--- config.mk ---
export PLATFORM = sky130hd
export DESIGN_NAME = xbar_slave_scheduler
export DESIGN_NICKNAME = d
export VERILOG_FILES = /design/src/rtl/xbar_pkg.sv /design/src/rtl/rr_pick.sv /design/src/rtl/xbar_slave_scheduler.sv
export SDC_FILE = /design/constraint.sdc
export NUM_CORES = 1
export LEC_CHECK = 0
export ABC_AREA = 1
export BUFFER_PORTS_ARGS = -buffer_cell sky130_fd_sc_hd__buf_2
export CORE_AREA = 5 5 156 158
export CTS_CLUSTER_SIZE = 20
export DETAILED_ROUTE_END_ITERATION = 12
export DIE_AREA = 0 0 161 163
export HOLD_SLACK_MARGIN = 0.05
export PLACE_DENSITY = 0.69
export SLEW_MARGIN = 40
export SYNTH_ARGS = -nofsm -noshare
export SYNTH_HDL_FRONTEND = slang
export SYNTH_SLANG_ARGS = --single-unit
export TNS_END_PERCENT = 30
--- constraint.sdc ---
create_clock -name clk -period 2.8 [get_ports clk]
set_input_delay 0.28 -clock clk [delete_from_list [all_inputs] [get_ports clk]]
set_output_delay 0.28 -clock clk [all_outputs]
set_load 0.01 [all_outputs]
--- src/rtl/xbar_pkg.sv ---
// Shared crossbar types: command and scheduler-state enums, transaction struct and width helper.
// Imported by every slave scheduler and by the reusable round-robin picker.
package xbar_pkg;

  typedef enum logic {
    CMD_READ  = 1'b0,
    CMD_WRITE = 1'b1
  } cmd_e;

  typedef enum logic [1:0] {
    IDLE,
    WAIT_ACK,
    WAIT_RESP
  } sched_state_e;

  localparam int XBAR_DATA_W = 32;
  localparam int XBAR_AW     = 30;

  // Index width that stays at least one bit wide even for a single-entry vector.
  function automatic int idx_width(input int n);
    return (n > 1) ? $clog2(n) : 1;
  endfunction

  typedef struct packed {
    cmd_e                   cmd;
    logic [XBAR_AW-1:0]     addr;
    logic [XBAR_DATA_W-1:0] data;
  } tx_t;

endpackage

--- src/rtl/rr_pick.sv ---
// Combinational round-robin picker: first requester strictly after i_last, wrapping around.
// Shared by all crossbar arbiters.
module rr_pick
  import xbar_pkg::*;
#(
  parameter  int N  = 4,
  localparam int IW = idx_width(N)
) (
  input  logic [N-1:0]  i_req,
  input  logic [IW-1:0] i_last,
  output logic [IW-1:0] o_winner,
  output logic          o_any
);

  logic [IW-1:0] w_idx;

  // Scan from the farthest candidate back to the nearest so the nearest requester wins.
  always_comb begin
    o_winner = '0;
    w_idx    = '0;
    for (int k = N; k >= 1; k--) begin
      w_idx = IW'((int'(i_last) + k) % N);
      if (i_req[w_idx]) o_winner = w_idx;
    end
  end

  assign o_any = |i_req;

endmodule

--- src/rtl/xbar_slave_scheduler.sv ---
// Per-slave-port scheduler: round-robin grant of queued master cells, slave req/ack/resp
// handshake, routing of ack/resp/rdata back to the owner, and a watchdog abort.
module xbar_slave_scheduler
  import xbar_pkg::*;
#(
  parameter  int MASTERS = 4,
  parameter  int AW      = 30,
  parameter  int TIMEOUT = 256,
  localparam int IW      = idx_width(MASTERS),
  localparam int WDW     = $clog2(TIMEOUT)
) (
  input  logic                  clk,
  input  logic                  rst_n,
  input  logic [MASTERS-1:0]    m_valid,
  input  logic [MASTERS-1:0]    m_cmd,
  input  logic [MASTERS*AW-1:0] m_addr,
  input  logic [MASTERS*32-1:0] m_wdata,
  output logic [MASTERS-1:0]    m_pop,
  output logic                  s_req,
  output logic                  s_cmd,
  output logic [AW-1:0]         s_addr,
  output logic [31:0]           s_wdata,
  input  logic                  s_ack,
  input  logic                  s_resp,
  input  logic [31:0]           s_rdata,
  output logic [IW-1:0]         gnt_id,
  output logic                  busy,
  output logic [MASTERS-1:0]    ack_out,
  output logic [MASTERS-1:0]    resp_out,
  output logic [MASTERS-1:0]    err_out,
  output logic [31:0]           rdata_out
);

  sched_state_e r_state, w_nextState;

  logic [IW-1:0]      r_lastGnt, r_gnt, w_winner;
  logic               w_any;
  logic [WDW-1:0]     r_wdog;
  logic               w_expired, w_grant, w_ackEv, w_respEv, w_errEv;
  logic [MASTERS-1:0] w_winHot, w_gntHot;

  logic               r_sReq, r_cmd;
  logic [MASTERS-1:0] r_mPop, r_ackOut, r_respOut, r_errOut;
  logic [AW-1:0]      r_addr;
  logic [31:0]        r_wdata, r_rdata;

  rr_pick #(.N(MASTERS)) u_pick (
    .i_req    (m_valid),
    .i_last   (r_lastGnt),
    .o_winner (w_winner),
    .o_any    (w_any)
  );

  assign w_expired = (r_wdog == WDW'(TIMEOUT - 1));
  assign w_winHot  = MASTERS'(1) << w_winner;
  assign w_gntHot  = MASTERS'(1) << r_gnt;

  // Slave events always beat a watchdog expiry landing in the same cycle.
  always_comb begin
    w_nextState = r_state;
    w_grant     = 1'b0;
    w_ackEv     = 1'b0;
    w_respEv    = 1'b0;
    w_errEv     = 1'b0;
    case (r_state)
      IDLE: begin
        if (w_any) begin
          w_grant     = 1'b1;
          w_nextState = WAIT_ACK;
        end
      end
      WAIT_ACK: begin
        if (s_ack) begin
          w_ackEv = 1'b1;
          if (s_resp) begin
            w_respEv    = 1'b1;
            w_nextState = IDLE;
          end else begin
            w_nextState = WAIT_RESP;
          end
        end else if (w_expired) begin
          w_errEv     = 1'b1;
          w_nextState = IDLE;
        end
      end
      WAIT_RESP: begin
        if (s_resp) begin
          w_respEv    = 1'b1;
          w_nextState = IDLE;
        end else if (w_expired) begin
          w_errEv     = 1'b1;
          w_nextState = IDLE;
        end
      end
      default: w_nextState = IDLE;
    endcase
  end

  always_ff @(posedge clk or negedge rst_n) begin
    if (!rst_n) r_state <= IDLE;
    else        r_state <= w_nextState;
  end

  // Watchdog restarts on every state change so each wait phase gets its own budget.
  always_ff @(posedge clk or negedge rst_n) begin
    if (!rst_n)                        r_wdog <= '0;
    else if (w_nextState != r_state)   r_wdog <= '0;
    else if (r_state != IDLE)          r_wdog <= r_wdog + 1'b1;
  end

  always_ff @(posedge clk or negedge rst_n) begin
    if (!rst_n) begin
      r_sReq    <= 1'b0;
      r_mPop    <= '0;
      r_cmd     <= 1'b0;
      r_addr    <= '0;
      r_wdata   <= '0;
      r_gnt     <= '0;
      r_lastGnt <= IW'(MASTERS - 1);
      r_ackOut  <= '0;
      r_respOut <= '0;
      r_errOut  <= '0;
      r_rdata   <= '0;
    end else begin
      r_sReq    <= w_grant;
      r_mPop    <= w_grant  ? w_winHot : '0;
      r_ackOut  <= w_ackEv  ? w_gntHot : '0;
      r_respOut <= w_respEv ? w_gntHot : '0;
      r_errOut  <= w_errEv  ? w_gntHot : '0;
      if (w_grant) begin
        r_cmd     <= m_cmd[w_winner];
        r_addr    <= m_addr[int'(w_winner) * AW +: AW];
        r_gnt     <= w_winner;
        r_lastGnt <= w_winner;
        if (m_cmd[w_winner] == CMD_WRITE) r_wdata <= m_wdata[int'(w_winner) * 32 +: 32];
      end
      if (w_respEv && (r_cmd == CMD_READ)) r_rdata <= s_rdata;
    end
  end

  assign m_pop     = r_mPop;
  assign s_req     = r_sReq;
  assign s_cmd     = r_cmd;
  assign s_addr    = r_addr;
  assign s_wdata   = r_wdata;
  assign gnt_id    = r_gnt;
  assign busy      = (r_state != IDLE);
  assign ack_out   = r_ackOut;
  assign resp_out  = r_respOut;
  assign err_out   = r_errOut;
  assign rdata_out = r_rdata;

endmodule

==> flow_summary.toml <==
[routing]
final_antenna_net_count = 0
routed_via_density = 4.67
first_pass_iters = 5
detail_route.wirelength_um = 27600
drt_iter0_drc = 349
route.detailed.wl_per_inst_um = 15.4
num_vias = 8375
drc = 0

[yosys]
synth-edff-count = 0
synth.yosys.warnings = 0
syn-cell-area_um2 = 7620
synth_ff_type = "sky130_fd_sc_hd__dfrtp_1"
async_reset_ff_share_pct = 100
part_of_the_yosys_area_used_for_sequential_elements_pct = 41.4
post_synth_num_cell_types = 27
netlist_instances = 1098
post_synth.cell_area_avg_um2 = 6.94
ys_seq_elements = 126
postSynthNetCount = 1395

[sta]
finalCritPeriodShare_pct = 91.1
max_clock_freq_mhz = 392
worstMarginPinSlew_ns = 0.670
max-slew-margin-rel_pct = 55.4
timing.final.max_slew_violations = 0
timing.setup.tns_ns = 0
timing.hold.ws_ns = 0.0923
rsz0062_at_grt = "no"
timing.final.crit_period_ns = 2.55
report.final.setup_viol = 0
final.setup_skew_ns = 0.0145
hold_violation_count_in_the_final_report = 0

[global_route]
grt_use_total_pct = 20.6
globalRouteOverflowTotal = 0
grt_start_max_net_pins = 72
number_of_global_route_vias_before_repair = 8108
grt_antenna_before_repair = 4
grt_first_pass_wirelength_um = 43000

[die]
start_util_pct = 33.2
num_io_pins = 407
die-width_um = 161
design.die.area_um2 = 26200
rows = 56
die_height_um = 163
core_area_um2 = 23000

[clocking]
cts_buffers = 17
cts.sink_count = 126
cts_tree = "done"
clock_latency_at_the_later_pin_of_the_worst_skew_pair_ns = 0.42
clk_path_buf_depth = 2
cts_root_buf = "sky130_fd_sc_hd__clkbuf_16"
clkSlewWorstSetupHoldPaths_ns = 0.07
cts-htree-levels = 4

[job]
timing.max_cap.violations = 0

[setup_path]
r2r_slack_ns = 0.25
critPathMostFrequentCell = "sky130_fd_sc_hd__nand2_1"
worst-endpoint-required_ns = 3.16
start_kind = "flip-flop"
timing.setup.critical_path_class = "flip-flop to flip-flop"
cp-end-kind = "flip-flop"
path_max_fanout = 32
arrival_ns = 2.91
crit_path_top_delay_cell = "sky130_fd_sc_hd__dfstp_2"
timing.reg2reg.worst_path_depth = 14
regToRegEndpoint = "s_wdata[7]"
worstPathCellList = "inv_2 -> nand2_1 -> nand2_1 -> nand2_1 -> nand2_1 -> inv_2 -> nand2_1 -> nand2_2 -> buf_4 -> nand3_1 -> nand3_2 -> buf_4 -> nand3_1 -> nand2_1"
critical_path.reg2reg.startpoint = "r_lastGnt[0]"
cp_peak_stage_delay_ns = 0.60

[power]
power_frac_seq_pct = 23.1
power.combinational.fraction_pct = 60.6
netSwitchingFraction_pct = 49.6
irDropWorstVdd_uv = 530
power_after_layout_mw = 13.6
power.leakage_nw = 6.35
switchingPower_mw = 6.75
power_density_nw_per_um2 = 1290
p_int_mw = 6.85
pwr-share-clk_pct = 16.3

[placed_design]
placement.io_buffers = 406
dp.cells = 1759
post_dp_cell_area_um2 = 9940
place.detailed.hpwl_um = 21400
globalplace.congestion = 0.900

[hold_path]
min_delay_path_depth = 2
hp-start = "s_rdata[8]"
hold_class = "input pin to flip-flop"
hold_path_end = "rdata_out[8]"

[finish]
final_cells = 1794
areaGrowthSynthToFinish_pct = 38.4
final_non_filler_cell_area_um2 = 10500
finish.net_count = 1786
final.fill_count = 2358
drive_above_1_share_pct = 34.2

[outcome]
outcome = "finished clean"
==> cells by family after synthesis <==
logic type      after synthesis  share of synthesized area, %
simple gates                639                          35.3
buf+inv                     247                          13.2
flops                       126                          41.4
compound gates               43                          3.79
mux                          33                          4.86
xor+xnor                      5                         0.575
fa+ha+maj                     5                         0.821
==> through the flow <==
step,worst slack (ns),utilization (%)
final,0.250,45.9
after global routing,0.00163,45.9
after CTS,0.256,45.9
after detailed placement,0.272,43.3
after global placement,0.320,43.3
after floorplan,0.624,-
==> final cells by class <==
| cell class | count | area (um^2) | area share (%) |
|---|---|---|---|
| inverter | 191 | 717 | 6.80 |
| clock inverter | 15 | 166 | 1.58 |
| tap | 290 | 363 | 3.44 |
| multi-input combinational | 725 | 3480 | 33.0 |
| sequential | 126 | 3160 | 29.9 |
| timing repair buffer | 428 | 2230 | 21.2 |
| clock buffer | 17 | 425 | 4.03 |
| antenna | 2 | 5.00 | 0.0474 |
==> power by group through the flow <==
| stage | sequential (mW) | clock, mW | combinational [mW] |
|---|---|---|---|
| detailed placement | 3.16 | 0 | 8.34 |
| floorplan | 3.45 | 0 | 5.34 |
| global route | 3.24 | 2.36 | 9.31 |
| global placement | 3.16 | 0 | 8.24 |
| finish | 3.14 | 2.22 | 8.24 |
| CTS | 3.14 | 2.29 | 8.35 |
==> registers in the layout, summed over array words and instances, names as in the netlist <==
signal,flops
resp_out,4
gnt_id,2
rdata_out,32
s_addr,30
r_state,2
err_out,4
s_req,1
r_wdog,8
ack_out,4
m_pop,4
s_cmd,1
s_wdata,32
r_lastGnt,2
==> cell usage in the layout (no fill, tap or decap), drive strengths merged, types with 2 or more instances in the layout <==
master and count:
ha 5, a21oi 6, inv 201, nand2 339
dfrtp 124, o21bai 29, xor2 4, clkinvlp 3
nand4 2, diode 2, mux2 32, clkbuf 17
o21ai 7, dfstp 2, nor2 88, nand3 206
or2 3, buf 427
==> per-layer routing <==
layer  GRT usage, %  routed length [um]  vias to the layer above  share of wire [%]
met5              0                  27                        -              0.098
met4           6.55                 658                        4                2.4
met3           5.97                2340                       40                8.5
met2           34.9               13300                      389                 48
met1           25.4               11200                     3784                 41
li1               -                   -                     4158                  -
==> critical path: cells and delay by family, from the launching register on <==
family	cells	cell delay, ns
buffers and inverters	4	0.82
DFF	1	0.60
and+or+nand+nor	10	1.06
==> cells in the mapped netlist (4+ instances only) <==
library cell,n,share of area [%]
sky130_fd_sc_hd__buf_1,6,0.30
sky130_fd_sc_hd__buf_2,23,1.5
sky130_fd_sc_hd__nand3_1,204,13
sky130_fd_sc_hd__a21oi_1,6,0.39
sky130_fd_sc_hd__nand2_1,336,17
sky130_fd_sc_hd__ha_1,5,0.82
sky130_fd_sc_hd__inv_1,185,9.1
sky130_fd_sc_hd__o21ai_0,7,0.46
sky130_fd_sc_hd__buf_4,5,0.49
sky130_fd_sc_hd__buf_6,4,0.59
sky130_fd_sc_hd__clkbuf_1,18,0.89
sky130_fd_sc_hd__xor2_1,4,0.46
sky130_fd_sc_hd__o21bai_1,29,2.9
sky130_fd_sc_hd__nor2_1,86,4.2
sky130_fd_sc_hd__dfrtp_1,124,41
sky130_fd_sc_hd__inv_2,6,0.30
sky130_fd_sc_hd__mux2_2,32,4.7
==> worst max-delay path by stage <==
stage,from,to,slack [ns]
finish,r_lastGnt[0],s_wdata[7],0.25
global route,r_lastGnt[0],s_wdata[30],0.002
CTS,r_lastGnt[0],s_addr[3],0.26
detailed placement,r_lastGnt[0],s_wdata[28],0.27
global placement,r_lastGnt[0],s_wdata[17],0.32
floorplan,r_state[1],s_addr[10],0.62
==> what timing repair did <==
action,in CTS,in global routing
endpoints found under the setup margin,0,0
hold endpoints to repair,68,0
resized for setup,0,0
setup buffers,0,0
hold buffers,1,0
(Power assumes the default switching activity.)
